### config.mk
export PLATFORM = sky130hd
export DESIGN_NAME = index_decoder
export DESIGN_NICKNAME = d
export VERILOG_FILES = /design/src/rtl/index_decoder.sv
export SDC_FILE = /design/constraint.sdc
export NUM_CORES = 1
export LEC_CHECK = 0
export CAP_MARGIN = 15
export CORE_AREA = 8 8 53 59
export CTS_BUF_LIST = sky130_fd_sc_hd__clkbuf_8
export CTS_CLUSTER_DIAMETER = 60
export DETAILED_ROUTE_END_ITERATION = 8
export DIE_AREA = 0 0 61 67
export PLACE_DENSITY = 0.74
export SYNTH_ARGS = -nofsm -noshare
export SYNTH_HDL_FRONTEND = slang
export SYNTH_SLANG_ARGS = --single-unit
export TNS_END_PERCENT = 1
### constraint.sdc
create_clock -name clk -period 1.5 [get_ports clk]
set_input_delay 0.225 -clock clk [delete_from_list [all_inputs] [get_ports clk]]
set_output_delay 0.225 -clock clk [all_outputs]
set_load 0.02 [all_outputs]
### src/rtl/index_decoder.sv
// index_decoder
//   Turns an accepted index command into a timed one-hot enable pulse.
//   An accepted in-range index drives its enable line for HOLD_CYCLES
//   cycles. An all-zero guard window of GAP_CYCLES cycles follows. DONE
//   then pulses as the block becomes ready again. Null commands (F_IN=0)
//   and out-of-range indices complete at once without touching the
//   enables. Out-of-range indices also raise ERR.
//
// Ports
//   clk         clock, rising edge
//   rst_n       asynchronous active-low reset
//   IDX_IN      requested enable index
//   F_IN        index-valid qualifier (0 = null command)
//   VALID_IN    command present
//   READY_OUT   high while idle; a command is taken when VALID_IN is also high
//   ABORT       ends the active phase early
//   ONEHOT_OUT  registered one-hot enable vector
//   BUSY        high while in ACTIVE or GAP
//   DONE        one-cycle completion pulse
//   ERR         one-cycle out-of-range pulse
module index_decoder #(
  parameter int DECODER_WIDTH = 4,
  parameter int log2N         = 2,
  parameter int HOLD_CYCLES   = 16,
  parameter int GAP_CYCLES    = 2,
  parameter int CNT_W         = 8
) (
  input  logic                     clk,
  input  logic                     rst_n,
  input  logic [log2N-1:0]         IDX_IN,
  input  logic                     F_IN,
  input  logic                     VALID_IN,
  output logic                     READY_OUT,
  input  logic                     ABORT,
  output logic [DECODER_WIDTH-1:0] ONEHOT_OUT,
  output logic                     BUSY,
  output logic                     DONE,
  output logic                     ERR
);

  typedef enum logic [1:0] {IDLE, ACTIVE, GAP} state_t;

  localparam logic [CNT_W-1:0] HOLD_LOAD = CNT_W'(HOLD_CYCLES - 1);
  localparam logic [CNT_W-1:0] GAP_LOAD  = (GAP_CYCLES > 0) ? CNT_W'(GAP_CYCLES - 1) : '0;

  state_t                   r_state;
  state_t                   w_state_nxt;
  logic [CNT_W-1:0]         r_cnt;
  logic [CNT_W-1:0]         w_cnt_nxt;
  logic [log2N-1:0]         r_idx;
  logic                     r_f;
  logic [DECODER_WIDTH-1:0] r_onehot;
  logic [DECODER_WIDTH-1:0] w_onehot_nxt;
  logic                     r_busy;
  logic                     r_done;
  logic                     r_err;
  logic                     w_done_nxt;
  logic                     w_err_nxt;
  logic                     w_accept;
  logic                     w_in_range;
  logic                     w_cnt_zero;

  assign READY_OUT  = (r_state == IDLE);
  assign w_accept   = VALID_IN && READY_OUT;
  assign w_in_range = (int'(IDX_IN) < DECODER_WIDTH);
  assign w_cnt_zero = (r_cnt == '0);

  assign ONEHOT_OUT = r_onehot;
  assign BUSY       = r_busy;
  assign DONE       = r_done;
  assign ERR        = r_err;

  // State, counter, captured command and all outputs are flops.
  // Reset clears everything at once, so enables drop without waiting for a clock.
  always_ff @(posedge clk or negedge rst_n) begin
    if (!rst_n) begin
      r_state  <= IDLE;
      r_cnt    <= '0;
      r_idx    <= '0;
      r_f      <= 1'b0;
      r_onehot <= '0;
      r_busy   <= 1'b0;
      r_done   <= 1'b0;
      r_err    <= 1'b0;
    end else begin
      r_state  <= w_state_nxt;
      r_cnt    <= w_cnt_nxt;
      r_onehot <= w_onehot_nxt;
      r_busy   <= (w_state_nxt != IDLE);
      r_done   <= w_done_nxt;
      r_err    <= w_err_nxt;
      if (w_accept) begin
        r_idx <= IDX_IN;
        r_f   <= F_IN;
      end
    end
  end

  // Next-state logic.
  // An abort on the last active cycle coincides with normal expiry.
  // Both cases take the same path.
  always_comb begin
    w_state_nxt = r_state;
    unique case (r_state)
      IDLE: begin
        if (w_accept && F_IN && w_in_range) begin
          w_state_nxt = ACTIVE;
        end
      end
      ACTIVE: begin
        if (w_cnt_zero || ABORT) begin
          w_state_nxt = (GAP_CYCLES > 0) ? GAP : IDLE;
        end
      end
      GAP: begin
        if (w_cnt_zero) begin
          w_state_nxt = IDLE;
        end
      end
      default: w_state_nxt = IDLE;
    endcase
  end

  // Next values of the counter and the registered outputs.
  // The enable vector is zero everywhere except while staying in ACTIVE.
  // That guarantees a zero window between two different enable lines.
  always_comb begin
    w_cnt_nxt    = r_cnt;
    w_onehot_nxt = '0;
    w_done_nxt   = 1'b0;
    w_err_nxt    = 1'b0;
    unique case (r_state)
      IDLE: begin
        if (w_accept) begin
          if (F_IN && w_in_range) begin
            w_cnt_nxt    = HOLD_LOAD;
            w_onehot_nxt = DECODER_WIDTH'(1) << IDX_IN;
          end else begin
            w_done_nxt = 1'b1;
            w_err_nxt  = F_IN;
          end
        end
      end
      ACTIVE: begin
        if (w_cnt_zero || ABORT) begin
          if (GAP_CYCLES > 0) begin
            w_cnt_nxt = GAP_LOAD;
          end else begin
            w_cnt_nxt  = '0;
            w_done_nxt = 1'b1;
          end
        end else begin
          w_cnt_nxt    = r_cnt - 1'b1;
          w_onehot_nxt = r_f ? (DECODER_WIDTH'(1) << r_idx) : '0;
        end
      end
      GAP: begin
        if (w_cnt_zero) begin
          w_done_nxt = 1'b1;
        end else begin
          w_cnt_nxt = r_cnt - 1'b1;
        end
      end
      default: begin
        w_cnt_nxt = '0;
      end
    endcase
  end

endmodule
After elaboration in Yosys (flattened, before gate mapping):

Cells that the tools add are included.

* register bits: 19
* bits in latches: 0
* RAM bits: 0
* ROM bits: 0
* bits of input ports: 7
* logic and storage cells: 40
* memories kept: 0

* add/sub/neg operators: 1
* multiply operators: 0
* div/mod/pow operators: 0
* order comparisons: 0
* equal/unequal tests: 5
* shift operators: 2
* multiplexer cells: 18
* bitwise logic cells: 0
* reduce and logical (&&, ||, !) cells: 7

Operators by type and width (count)
* two-way mux 8 bit: 4
* one-hot mux 8 bit (3 select lines): 1
* two-way mux 4 bit: 4
* logical NOT 8 bit: 1
* one-hot mux 4 bit (2 select lines): 1
* left shift 1 x 2 -> 4 bit, first input constant: 2
* subtractor 8 x 1 -> 8 bit, second input constant: 1
* two-way mux 2 bit: 3
* one-hot mux 2 bit (3 select lines): 1
* inequality test 2 bit, second input constant: 2
* two-way mux 1 bit: 3
* AND reduction 3 bit: 1
* == test 2 x 1 -> 1 bit, second input constant: 1
* == test 2 bit, second input constant: 1
* logical AND 1 bit: 2
* logical NOT 2 bit: 1
* inequality test 2 x 1 -> 1 bit, second input constant: 1
* one-hot mux 1 bit (2 select lines): 1
* nonzero test 2 bit: 1
* logical OR 1 bit: 1

Depth between registers and ports, before layout:

* depth after elaboration: 6
* gate-level depth with buffers: 6

Least setup slack after synthesis:

OpenSTA, ideal clock, no wires.

* path kind: register to register
* start: register r_cnt[0]
* end: register r_cnt[0]
* library setup time: 122 ps
* data arrival time: 1511 ps
* slack: -132 ps
* stages on the path, launching flop included: 7
* path buffers: 0
* clock period less this slack: 1632 ps
* cell sequence: dfrtp_1 -> inv_1 -> ha_1 -> nor4b_4 -> and2_4 -> o211ai_2 -> a32o_1

* word-level cells in the longest chain between the ends: 4
* elaborated cells between the ends (all ways): 8

Ends and longest elaborated chain
* from (decl): RTL line 48 `logic [CNT_W-1:0] r_cnt;`
* from (signal assigned): RTL line 87 `r_cnt <= w_cnt_nxt;`
* parallel branches: the longest is 4 deep, another holds subtractor 8 x 1 -> 8 bit

Several ways; the timed one is not identified. The select of a mux whose other input is x is not followed.
A chain may end at the register's enable or synchronous reset.

Worst setup path after layout:

* start: register r_cnt[0]
* end: register r_cnt[6]

The elaborated chain is that of the path after synthesis.

==> summary.md <==
| Metric | Value |
|---|---|
| Final #Nets | 147 |
| Die H | 67 µm |
| Via count | 944 |
| Fin area | 1489 µm² |
| Tmin final | 1.573 ns |
| Initial Util | 47.82% |
| CORE AREA | 2185 µm² |
| Post-synth EDFFs | 0 |
| Switching pwr | 196.6 µW |
| I/O pins | 15 |
| Pint | 715.4 µW |
| Area grow syn2layout | 42.52% |
| Placer congestion estimate | 0.8419 |
| Status | finished, violations left |
| Drt wl/cell | 15.73 µm |
| Violated checks | negative setup slack |
| Final period util | 104.9% |
| Final hold violation count | 0 |
| WHS | 0.2932 ns |
| Pwr Density | 612.5 nW/µm² |
| Nature of the critical path endpoint | flop |
| Max-slew violations | 0 |
| Critical Setup Path Class | reg -> reg |
| Synth Register Bits | 19 |
| Ys Warns | 0 |
| Residual overflow from global routing | 0 |
| Worst-path cell chain | inv_2 > ha_4 > nor4b_4 > buf_4 > a22oi_4 > buf_6 > a32oi_1 > o21ai_1 |
| Routed Antenna Nets | 0 |
| Finished Core Util | 68.16% |
| Peak supply drop | 0.6153 mV |
| Combinational share of power | 4.5% |
| Final Power | 912.0 µW |
| Mapped cell area | 1045 µm² |
| Largest net degree at the start of global routing | 20 |
| HPWL Detailed | 1.910 mm |
| Detailed-route DRC error count | 0 |
| Global-route wire length before repair | 4.181 mm |
| Post-Place Setup Slack | -0.2060 ns |
| CTS Buf Count | 3 |
| Clock Latency Late Sink | 0.26 ns |
| Vias/cell | 5.653 |
| Top FF cell, synth | dfrtp_1 |
| Mapped Nets | 109 |
| Placed Area | 1350 µm² |
| Crit-path max FO | 3 |
| I/O Buffers | 13 |
| Max Freq | 635.8 MHz |
| Critical Path Max Stage Delay | 0.39 ns |
| Post-synth ARST share | 100.0% |
| Clk buf depth | 2 |
| Number of placement rows | 18 |
| Die Wd | 61 µm |
| CTS tree | yes |
| Vias in the first global route | 891 |
| Worst path top cell family by delay | flip-flops |
| Cell Count, Final, Fillers Out | 167 |
| Post-route setup TNS | -0.2717 ns |
| Synthesized instance count | 100 |
| Clock skew | 0.005483 ns |
| Seq/Total Area, Yosys | 45.51% |
| # diodes | 0 |
| Hold WC Path Type | in -> async |
| DR iter-0 viols | 21 |
| Switching Share | 21.56% |
| RSZ-0062 raised after global routing | true |
| Required time worst endpoint | 1.65 ns |
| Sequential power share | 56.1% |
| Sink Count | 19 |
| Crit path launch type | flop |
| First-pass DRT Iterations | 5 |
| Clock Power Share | 39.4% |
| Root Buffer | clkbuf_8 |
| Lkg Pwr | 0.6360 nW |
| Routed wire length | 2.627 mm |
| Fraction of final layout cells sized beyond drive strength 1 | 35.77% |
| Setup violators final | 7 |
| WP buf/inv | 3 |
| Netlist cell types | 46 |
| Placed insts | 161 |
| Die area | 4087 µm² |
| Final worst slack | -0.07278 ns |
| CTS H-Tree Depth | 1 |
| Tot GR Track Use | 13.76% |
| Slowest stage cell, crit path | dfrtp_1 |
| Worst-path clk slew | 0.07 ns |
| Initial antenna violation count | 0 |
| Mean Syn Cell Area | 10.45 µm² |
| Max-cap viol count | 0 |
| WP data arrival | 1.72 ns |
-- worst reg2reg max path, cell delays in order, from the launching register on --
cell and delay, ns:
dfrtp_1 0.39, inv_2 0.08, ha_4 0.12, nor4b_4 0.23
buf_4 0.17, a22oi_4 0.07, buf_6 0.13, a32oi_1 0.18
o21ai_1 0.08
-- power by group through the flow --
stage | Sequential, mW | Combinational (mW) | Clock, mW
finish | 0.512 | 0.0408 | 0.359
global route | 0.512 | 0.0450 | 0.384
CTS | 0.512 | 0.0403 | 0.363
detailed placement | 0.522 | 0.0402 | 0
global placement | 0.522 | 0.0394 | 0
floorplan | 0.522 | 0.00593 | 0
-- state kept, by name, indices dropped and copies added (netlist names) --
signal and flops:
DONE 1, ONEHOT_OUT 4, r_f 1, r_cnt 8
BUSY 1, r_state 2, r_idx 2
-- path summary, 6_finish.rpt --
path,startpoint,end,slack [ns],cells after the start
setup / recovery,r_cnt[0]$_DFFE_PN0P_,r_cnt[6]$_DFFE_PN0P_,-0.07,8
hold / removal,rst_n,r_state[1]$_DFF_PN0_,0.29,2
setup reg to reg,r_cnt[0]$_DFFE_PN0P_,r_cnt[6]$_DFFE_PN0P_,-0.07,8
hold reg to reg,r_state[0]$_DFF_PN0_,DONE$_DFF_PN0_,0.51,1
max in group asynchronous,rst_n,r_state[0]$_DFF_PN0_,0.99,2
min in group clk,r_state[0]$_DFF_PN0_,DONE$_DFF_PN0_,0.51,1
-- Yosys cell counts, drive strengths merged, types with 3 or more instances --
| cell type | instances | area share, % |
|---|---|---|
| o21ai | 5 | 2.4 |
| dfrtp | 19 | 46 |
| nor2 | 6 | 2.2 |
| nand2 | 14 | 5.0 |
| inv | 4 | 1.4 |
| nand3 | 3 | 1.4 |
| o22ai | 3 | 1.8 |
| or3b | 3 | 2.8 |
| buf | 3 | 1.9 |
-- repair_timing --
item,4_1_cts,5_1_grt
buffers inserted,0,2
hold buffers,0,0
hold endpoints to repair,0,0
endpoints found under the setup margin,15,15
pin swaps,4,4
gates resized for setup,9,10
-- layout make-up --
cell class / count / area, µm²
tap: 30 / 37.54
fill: 178 / 695.7
timing repair buffer: 36 / 312.8
clock inverter: 1 / 5.005
sequential: 19 / 476.7
clock buffer: 3 / 41.29
multi-input combinational: 74 / 600.6
inverter: 4 / 15.01
-- routing by layer --
layer | routed length, µm | track usage (%) | up-vias
li1 | - | - | 448
met1 | 1123 | 15.27 | 466
met2 | 1339 | 23.81 | 26
met3 | 116 | 2.890 | 4
met4 | 47 | 6.997 | 0
met5 | 0 | 0 | -
-- cell usage in the layout, fill, tap and decap left out, types with 2 or more instances in the layout --
cell / n
o41ai_1: 2
and2_4: 2
nand2_1: 14
inv_1: 2
clkbuf_8: 3
clkdlybuf4s50_1: 12
mux2_2: 2
inv_2: 2
o31ai_1: 2
o221ai_1: 2
o21ai_1: 4
nor2_1: 6
nand3_1: 3
dfrtp_1: 18
o22ai_1: 2
buf_6: 3
buf_4: 20
-- cell families after synthesis --
| kind of cell | Yosys count | synth area share, % |
|---|---|---|
| flip-flops | 19 | 45.51 |
| buffers and inverters | 7 | 3.352 |
| AND/OR/NAND/NOR | 39 | 22.52 |
| multiplexers | 2 | 2.156 |
| adder cells (fa/ha/maj) | 2 | 2.395 |
| other | 1 | 0.3589 |
| AO/OA/AOI/OAI | 30 | 23.71 |
(Power assumes the default switching activity.)
